`src/rtl/alu_mc.sv`:
```
// Multi-cycle ALU with valid/ready handshakes on both sides.
// Single-cycle logic/arith ops; iterative shift-add multiply and restoring divide.
`default_nettype none

module alu_mc #(
  parameter int N             = 32,
  parameter bit ENABLE_MULDIV = 1'b1
) (
  input  logic         clk,
  input  logic         rst_n,
  input  logic         flush,
  input  logic         in_valid,
  output logic         in_ready,
  input  logic [N-1:0] src_a,
  input  logic [N-1:0] src_b,
  input  logic [3:0]   alu_control,
  output logic         out_valid,
  input  logic         out_ready,
  output logic [N-1:0] alu_result,
  output logic         zero_flag,
  output logic         neg_flag,
  output logic         carry_flag,
  output logic         ovf_flag,
  output logic         illegal_op
);

  localparam int SW = $clog2(N);

  typedef enum logic [1:0] {IDLE = 2'd0, BUSY = 2'd1, DONE = 2'd2} state_t;

  state_t         state, state_next;
  logic [SW-1:0]  cnt;
  logic [N-1:0]   opnd, hi, lo;
  logic           iter_div, iter_hi;

  logic           accept, is_mul, is_div, start_iter, last_step;
  logic [N:0]     sum, diff, mul_sum, div_sh, div_diff;
  logic [SW-1:0]  shamt;
  logic [N-1:0]   sc_result, hi_n, lo_n, fin;
  logic           sc_carry, sc_ovf, sc_illegal, div_ge;

  assign in_ready   = (state == IDLE) | ((state == DONE) & out_ready);
  assign out_valid  = (state == DONE);
  assign accept     = in_valid & in_ready & ~flush;
  assign is_mul     = ENABLE_MULDIV & (alu_control[3:1] == 3'b101);
  assign is_div     = ENABLE_MULDIV & (alu_control[3:1] == 3'b110);
  assign start_iter = is_mul | (is_div & (src_b != '0));
  assign last_step  = (cnt == SW'(N - 1));

  assign sum   = {1'b0, src_a} + {1'b0, src_b};
  assign diff  = {1'b0, src_a} - {1'b0, src_b};
  assign shamt = src_b[SW-1:0];

  always_comb begin
    sc_result  = '0;
    sc_carry   = 1'b0;
    sc_ovf     = 1'b0;
    sc_illegal = 1'b0;
    case (alu_control)
      4'b0000: begin
        sc_result = sum[N-1:0];
        sc_carry  = sum[N];
        sc_ovf    = (src_a[N-1] == src_b[N-1]) & (sum[N-1] != src_a[N-1]);
      end
      4'b0001: begin
        sc_result = diff[N-1:0];
        sc_carry  = ~diff[N];
        sc_ovf    = (src_a[N-1] != src_b[N-1]) & (diff[N-1] != src_a[N-1]);
      end
      4'b0010: sc_result = src_a & src_b;
      4'b0011: sc_result = src_a | src_b;
      4'b0100: sc_result = src_a ^ src_b;
      4'b0101: sc_result = {{(N-1){1'b0}}, ($signed(src_a) < $signed(src_b))};
      4'b0110: sc_result = {{(N-1){1'b0}}, (src_a < src_b)};
      4'b0111: sc_result = src_a << shamt;
      4'b1000: sc_result = src_a >> shamt;
      4'b1001: sc_result = $signed(src_a) >>> shamt;
      4'b1010, 4'b1011: sc_illegal = ~ENABLE_MULDIV;
      // Reached only for divide-by-zero when mul/div is enabled
      4'b1100: begin
        sc_illegal = ~ENABLE_MULDIV;
        sc_result  = ENABLE_MULDIV ? '1 : '0;
      end
      4'b1101: begin
        sc_illegal = ~ENABLE_MULDIV;
        sc_result  = ENABLE_MULDIV ? src_a : '0;
      end
      default: sc_illegal = 1'b1;
    endcase
  end

  // One iteration step: shift-add multiply or restoring divide over {hi, lo}
  assign mul_sum  = {1'b0, hi} + ({1'b0, opnd} & {(N+1){lo[0]}});
  assign div_sh   = {hi, lo[N-1]};
  assign div_diff = div_sh - {1'b0, opnd};
  assign div_ge   = ~div_diff[N];
  assign hi_n     = iter_div ? (div_ge ? div_diff[N-1:0] : div_sh[N-1:0]) : mul_sum[N:1];
  assign lo_n     = iter_div ? {lo[N-2:0], div_ge} : {mul_sum[0], lo[N-1:1]};
  assign fin      = iter_hi ? hi_n : lo_n;

  always_ff @(posedge clk or negedge rst_n) begin
    if (!rst_n) state <= IDLE;
    else        state <= state_next;
  end

  always_comb begin
    state_next = state;
    case (state)
      IDLE: if (accept) state_next = start_iter ? BUSY : DONE;
      BUSY: if (last_step) state_next = DONE;
      DONE: begin
        if (accept)         state_next = start_iter ? BUSY : DONE;
        else if (out_ready) state_next = IDLE;
      end
      default: state_next = IDLE;
    endcase
    if (flush) state_next = IDLE;
  end

  always_ff @(posedge clk or negedge rst_n) begin
    if (!rst_n) begin
      cnt        <= '0;
      opnd       <= '0;
      hi         <= '0;
      lo         <= '0;
      iter_div   <= 1'b0;
      iter_hi    <= 1'b0;
      alu_result <= '0;
      zero_flag  <= 1'b0;
      neg_flag   <= 1'b0;
      carry_flag <= 1'b0;
      ovf_flag   <= 1'b0;
      illegal_op <= 1'b0;
    end else if (flush) begin
      cnt <= '0;
    end else if (accept) begin
      cnt <= '0;
      if (start_iter) begin
        iter_div <= is_div;
        iter_hi  <= alu_control[0];
        opnd     <= is_mul ? src_a : src_b;
        hi       <= '0;
        lo       <= is_mul ? src_b : src_a;
      end else begin
        alu_result <= sc_result;
        zero_flag  <= ~sc_illegal & (sc_result == '0);
        neg_flag   <= sc_result[N-1];
        carry_flag <= sc_carry;
        ovf_flag   <= sc_ovf;
        illegal_op <= sc_illegal;
      end
    end else if (state == BUSY) begin
      cnt <= cnt + SW'(1);
      hi  <= hi_n;
      lo  <= lo_n;
      if (last_step) begin
        alu_result <= fin;
        zero_flag  <= (fin == '0);
        neg_flag   <= fin[N-1];
        carry_flag <= 1'b0;
        ovf_flag   <= 1'b0;
        illegal_op <= 1'b0;
      end
    end
  end

endmodule

`default_nettype wire

```
`config.mk`:
```
export PLATFORM = sky130hd
export DESIGN_NAME = alu_mc
export DESIGN_NICKNAME = d
export VERILOG_FILES = /design/src/rtl/alu_mc.sv
export SDC_FILE = /design/constraint.sdc
export NUM_CORES = 1
export LEC_CHECK = 0
export BUFFER_PORTS_ARGS = -buffer_cell sky130_fd_sc_hd__buf_2
export CELL_PAD_IN_SITES_DETAIL_PLACEMENT = 1
export CELL_PAD_IN_SITES_GLOBAL_PLACEMENT = 2
export CORE_UTILIZATION = 38
export CTS_CLUSTER_DIAMETER = 60
export DETAILED_ROUTE_END_ITERATION = 8
export HOLD_SLACK_MARGIN = 0.1
export PLACE_DENSITY = 0.81
export SETUP_SLACK_MARGIN = 0.4
export SLEW_MARGIN = 20
export SYNTH_ARGS = -nofsm -noshare
export SYNTH_HDL_FRONTEND = slang
export SYNTH_SLANG_ARGS = --single-unit
```
`constraint.sdc`:
```
create_clock -name clk -period 5.5 [get_ports clk]
set_input_delay 0.275 -clock clk [delete_from_list [all_inputs] [get_ports clk]]
set_output_delay 0.275 -clock clk [all_outputs]
set_load 0.01 [all_outputs]
```
==> results.md, run 1 <==
- CTS tree: done
- VDD IR max: 223 µV
- Final Hold Viols: 0
- Synthesized area per cell: roughly 7.3 µm²
- CP startpoint kind: flop
- Tot Pwr: 8.44 mW
- Footprint of the multi-input gates: 17800 µm²
- Final cell count without fillers: 3933
- Hold Path Class: input pin to flop
- Count of input and output buffers: 111
- CTS buffer count: 17
- Crit-path slowest cell: dfrtp_1
- Max_cap viols: 0
- Post-Route WL: between 100 and 150 mm
- Via count: 26800
- WP data required: 5.88 ns
- Largest cells by area after synthesis: dfrtp_1 15%, ha_1 9.4%, a21oi_1 7.0%, mux4_2 6.0%, nor2_1 5.4%
- Initial antenna violation count: 3
- CTS root buf: clkbuf_16
- Site row count: 89
- Yosys cell types: 100
- Most common library cells after synthesis: 327 x nor2_1, 322 x a21oi_1, 300 x nand2_1
- Placed cell areas: 24500 µm²
- CP endpoint kind: flop
- Total track usage: between 40% and 50%
- Setup TNS: 0 ns
- Rel. slew slack: between 10% and 20%
- Final instance area: 25200 µm²
- CP Data Arrival Time: 5.33 ns
- ANT cells: 0
- I/O pins: ~110
- Pwr dens: 335 nW/µm²
- Fmax: around 200 MHz
- GRT overflow: 0
- Register area: 3530 µm²
- Clk_skew: around 0.013 ns
- Crit Path Max Fanout: 23
- Detailed-route vias per instance: 6.82
- Synth top area share: about 15%
- Synthesized area: 22900 µm²
- FF+latch count, synth: 141
- Largest area contributor in the netlist: dfrtp_1
- Async SR Flop Fraction: 100%
- CTS H-tree depth: 4
- Chip width: 248 µm
- P_leak: between 10 and 15 nW
- Worst-skew pair later-pin latency: approximately 0.45 ns
- Share of layout cells above drive strength 1: 14.0%
- Clk sink count: 141
- GP Congestion: roughly 1.0
- Status: complete, no violations
- Post-synth EDFFs: 0
- Register area share after synthesis: 15.4%
- Routed Antenna Nets: 0
- HPWL after detailed placement: 101 mm
- Inst Count DP: between 3000 and 4000
- CORE AREA: 59200 µm²
- Post-route minimum period: just under 5 ns
- RSZ-0062 raised after global routing: no
- 1st-pass router iterations: 8
- Critical path's largest stage delay: approximately 0.44 ns
- Die H: 248 µm
- Final setup fails: 0
- Largest net degree at the start of global routing: 83
- Initial DRC Count: 2592
- Clock Tree Buf Depth: 2
- Vias in the first global route: 26200
- Area delta synth->final: 9.97%
- First-pass GRT wire length: 183 mm
- Fillers: 7360
- Initial Util: 38.7%
- Syn nets: 3385
- Slew @ Worst Pin: 1.25 ns
- Main synth FF type: dfrtp_1
- Slew Limit Fails: 0
- Die area: 61300 µm²
- CP Cell Sequence: inv_1 > ha_1 > inv_1 > fa_1 > a211o_1 > a211o_1 > and4_4 > o211ai_1 > buf_4 > a21oi_2 > buf_4 > nor2_2 > buf_6 > mux2i_1 > mux4_2 > nand4_1 > nor4_1 > nand4_1 > nand2_1
- WL/cell: 32.4 µm
- Tcrit/Tclk final: 90.0%
- Most frequent cell after synthesis: nor2_1
- Remaining DRCs: 0
- Cell count after synthesis: 3135
- Reg clk slew, reported paths: 0.07 ns
- Setup CP Type: flop to flop
- Layout Nets: between 3000 and 4000
- Ys Warns: 0
[per-layer routing]
metal,global-route usage [%],wire (µm),vias to the layer above,part of all wire [%]
met5,0,0,-,0
met1,52.4,52100,13600,41
met2,67.5,59100,1302,46
met4,22.8,8020,0,6.3
li1,-,-,11600,-
met3,3.76,8280,293,6.5
[worst paths after layout]
kind | cells past startpoint | from | to | slack (ns)
min in group asynchronous | 2 | rst_n | opnd[25]$_DFFE_PN0P_ | 0.44
max | 19 | lo[31]$_DFFE_PN0P_ | zero_flag$_DFFE_PN0P_ | 0.55
max reg2reg | 19 | lo[31]$_DFFE_PN0P_ | zero_flag$_DFFE_PN0P_ | 0.55
min reg2reg | 2 | alu_result[30]$_DFFE_PN0P_ | alu_result[30]$_DFFE_PN0P_ | 0.52
min | 3 | in_valid | cnt[0]$_DFFE_PN0P_ | 0.22
max in group asynchronous | 3 | rst_n | iter_hi$_DFFE_PN0P_ | 3.89
[layout make-up]
class | count | area share [%]
Sequential cell | 141 | 14.0
Clock buffer | 19 | 1.76
Clock inverter | 13 | 0.621
Multi-Input combinational cell | 2583 | 70.7
Timing Repair Buffer | 252 | 6.74
Tap cell | 773 | 3.84
Inverter | 152 | 2.26
[cells by family after synthesis]
logic type / synth area share, %
buffers and inverters: 7.15
multiplexers: 12.4
adder cells (fa/ha/maj): 9.80
flip-flops: 15.4
XOR/XNOR: 2.56
AO/OA/AOI/OAI: 30.6
AND/OR/NAND/NOR: 22.1
[report_power, final]
part	total, mW	switching, mW	internal, mW	leakage, nW
sequential	1.90	0.544	1.35	1.80
combinational	5.33	3.42	1.91	8.87
clock	1.21	0.520	0.692	0.292
total	8.44	4.48	3.96	11.0
[cells in the final DEF, fill, tap and decap left out, types with 15 or more instances in the layout]
master	Yosys	final
a211o_1	17	17
a211oi_1	53	53
a21o_1	44	44
a21oi_1	322	322
a221o_1	15	15
a221oi_1	22	21
a22o_1	17	17
a22oi_1	18	18
a31oi_1	33	32
and2_1	51	51
and3_1	21	21
buf_2	22	108
buf_4	6	134
clkbuf_16	0	17
dfrtp_1	141	139
ha_1	173	173
inv_1	149	149
mux2_2	41	41
mux2i_1	98	97
mux4_2	61	61
nand2_1	300	299
nand2b_1	23	23
nand3_1	85	85
nand4_1	35	35
nor2_1	327	325
nor2b_1	41	41
nor3_1	53	52
nor4_1	34	33
o211ai_1	45	45
o21a_1	20	20
o21ai_0	229	228
o221ai_1	26	26
o22ai_1	32	32
o31ai_1	19	19
or3_1	15	15
xnor2_1	46	46
xor2_1	21	21
[stage by stage]
stage | util (%) | setup slack, ns | hold WS (ns)
floorplan | - | 0.677 | -0.0206
global placement | 41.4 | 0.551 | 0.380
detailed placement | 41.4 | 0.491 | 0.391
CTS | 42.5 | 0.465 | 0.208
global route | 42.5 | 0.414 | 0.238
finish | 42.5 | 0.549 | 0.220
[what timing repair did]
| item | CTS | global route |
|---|---|---|
| buffers inserted | 0 | 2 |
| gates resized for setup | 0 | 5 |
| hold buffers | 3 | 0 |
| endpoints found under the setup margin | 0 | 1 |
| hold endpoints to repair | 78 | 0 |
[critical path: cells and delay by family, from the launching register on]
kind | cells | cell delay [ns]
adders and majority gates | 2 | 0.61
buffers and inverters | 5 | 0.85
AOI/OAI and AO/OA | 4 | 0.95
DFF | 1 | 0.44
muxes | 2 | 0.70
and+or+nand+nor | 6 | 1.31
[flip-flops by register name, summed over array words and instances, names as in the netlist]
register	cells
state	2
iter_hi	1
iter_div	1
zero_flag	1
carry_flag	1
lo	32
opnd	32
alu_result	32
ovf_flag	1
illegal_op	1
cnt	5
hi	32
Power figures use the tool's default switching activity.
==> inputs of run 2 (changes only) <==
==> constraint.sdc (replaced) <==
create_clock -name clk -period 5.5 [get_ports clk]
set_input_delay 0.55 -clock clk [delete_from_list [all_inputs] [get_ports clk]]
set_output_delay 0.55 -clock clk [all_outputs]
set_load 0.01 [all_outputs]
==> run 2 against run 1 <==
  * Sequential share of layout area is 0.089 points lower
  * Combinational power is 0.9% higher
  * Clock-buffer cell count is 1 lower
  * Setup slack better by 0.023 ns
  * Via count is 0.65% lower
  * Critical path type unchanged
==> results.md, run 2 (same netlist as run 1, synthesis figures left out) <==
- Critical path's largest stage delay: 0.43 ns
- Reg clk slew, reported paths: 0.07 ns
- WP data required: 5.88 ns
- HPWL after detailed placement: 102 mm
- Commonest non-fill, non-tap cell in the layout: nor2_1
- CORE AREA: just under 60000 µm²
- Status: complete, no violations
- CTS root buf: clkbuf_16
- Chip width: 248 µm
- WL/cell: between 30 and 40 µm
- 1st-pass router iterations: 7
- GP Congestion: 1.04
- RSZ-0062 raised after global routing: no
- VDD IR max: 245 µV
- Layout Nets: 3416
- Placed cell areas: 24700 µm²
- Tcrit/Tclk final: 89.6%
- Tot Pwr: 8.44 mW
- Hold Path Class: input pin to async pin
- Buf+Inv Stages, Crit Path: 5
- CP Cell Sequence: inv_1 > ha_1 > inv_1 > fa_2 > a211o_1 > a211o_1 > and4_4 > o211ai_1 > buf_4 > a21oi_2 > buf_4 > nor2_2 > buf_6 > mux2i_2 > mux4_2 > nand4_1 > nor4_1 > nand4_1 > nand2_1
- GRT overflow: 0
- CP endpoint kind: flop
- Setup CP Type: flop to flop
- Commonest cells after routing, fill and taps aside: 325 x nor2_1, 322 x a21oi_1, 299 x nand2_1
- Post-Route WL: 128 mm
- Slew Limit Fails: 0
- Remaining DRCs: 0
- P_leak: 11.0 nW
- Count of input and output buffers: 111
- CTS H-tree depth: 4
- Final Hold Viols: 0
- Die H: 248 µm
- Detailed-route vias per instance: roughly 6.7
- Initial DRC Count: roughly 2600
- Post-route minimum period: 4.93 ns
- Routed Antenna Nets: 0
- Crit-path leading delay family: simple AND/OR/NAND/NOR gates
- Clock Tree Buf Depth: 2
- CTS buffer count: 17
- Vias in the first global route: 26600
- Rel. slew slack: 25.3%
- Worst-skew pair later-pin latency: roughly 0.45 ns
- Largest net degree at the start of global routing: 80
- Slew @ Worst Pin: between 1 and 1.5 ns
- Initial Util: 38.7%
- Site row count: 89
- Die area: 61300 µm²
- Max_cap viols: 0
- Share of layout cells above drive strength 1: 14.8%
- CP startpoint kind: flop
- Fin util: 42.8%
- I/O pins: approximately 110
- CTS tree: done
- CTS hold repair buffers: 0
- Crit Path Max Fanout: 23
- Area delta synth->final: 10.7%
- Via count: 26600
- Crit-path slowest cell: dfrtp_1
- Total track usage: between 40% and 50%
- First-pass GRT wire length: roughly 190 mm
- Final instance area: 25400 µm²
- Initial antenna violation count: 7
- Clk_skew: between 0.01 and 0.015 ns
- CP Data Arrival Time: 5.31 ns
- Final setup fails: 0
- Setup TNS: 0 ns
- Fmax: 203 MHz
- Pwr dens: about 330 nW/µm²
- Clk sink count: between 100 and 150
run 2: metrics by stage:
stage	worst slack (ns)	instances	hold WS, ns
2_1_floorplan	0.402	3135	0.254
3_3_place_gp	0.547	3918	0.470
3_5_place_dp	0.506	3918	0.480
4_1_cts	0.442	3950	0.107
5_1_grt	0.435	3952	0.127
6_report	0.571	3956	0.0701
run 2: routing by layer:
layer  global-route usage [%]  routed length, µm  vias up
met1                     51.3              52000    13400
met4                     26.0               9250        2
met3                     6.25               8600      363
met5                        0                 12        -
li1                         -                  -    11700
met2                     66.5              58000     1188
run 2: timing repair:
action	4_1_cts	5_1_grt
buffers inserted	0	2
endpoints found under the hold margin	0	0
gates resized for setup	0	7
endpoints found under the setup margin	0	1
run 2: path summary, 6_finish.rpt:
| kind | from | endpoint | slack, ns | cells past startpoint |
|---|---|---|---|---|
| hold / removal | rst_n | opnd[25]$_DFFE_PN0P_ | 0.07 | 1 |
| min in group clk | out_ready | state[1]$_DFFE_PN0P_ | 0.30 | 2 |
| max in group asynchronous | rst_n | iter_div$_DFFE_PN0P_ | 4.25 | 2 |
| hold reg to reg | alu_result[30]$_DFFE_PN0P_ | alu_result[30]$_DFFE_PN0P_ | 0.50 | 2 |
| setup / recovery | lo[31]$_DFFE_PN0P_ | zero_flag$_DFFE_PN0P_ | 0.57 | 19 |
| setup reg to reg | lo[31]$_DFFE_PN0P_ | zero_flag$_DFFE_PN0P_ | 0.57 | 19 |
run 2: cell type report:
type	count	area, µm²
diodes	4	10.0
clock buffers	18	429
clock inverters	14	151
fillers	7401	33900
inverters	152	571
multi-input cells	2583	17800
flip-flops and latches	141	3530
well taps	773	967
repair buffers	271	1850
run 2: power by group:
part / total (mW) / internal [mW] / switching [mW]
logic: 5.38 / 1.92 / 3.45
registers: 1.88 / 1.35 / 0.530
clock network: 1.18 / 0.642 / 0.543
total: 8.44 / 3.92 / 4.52
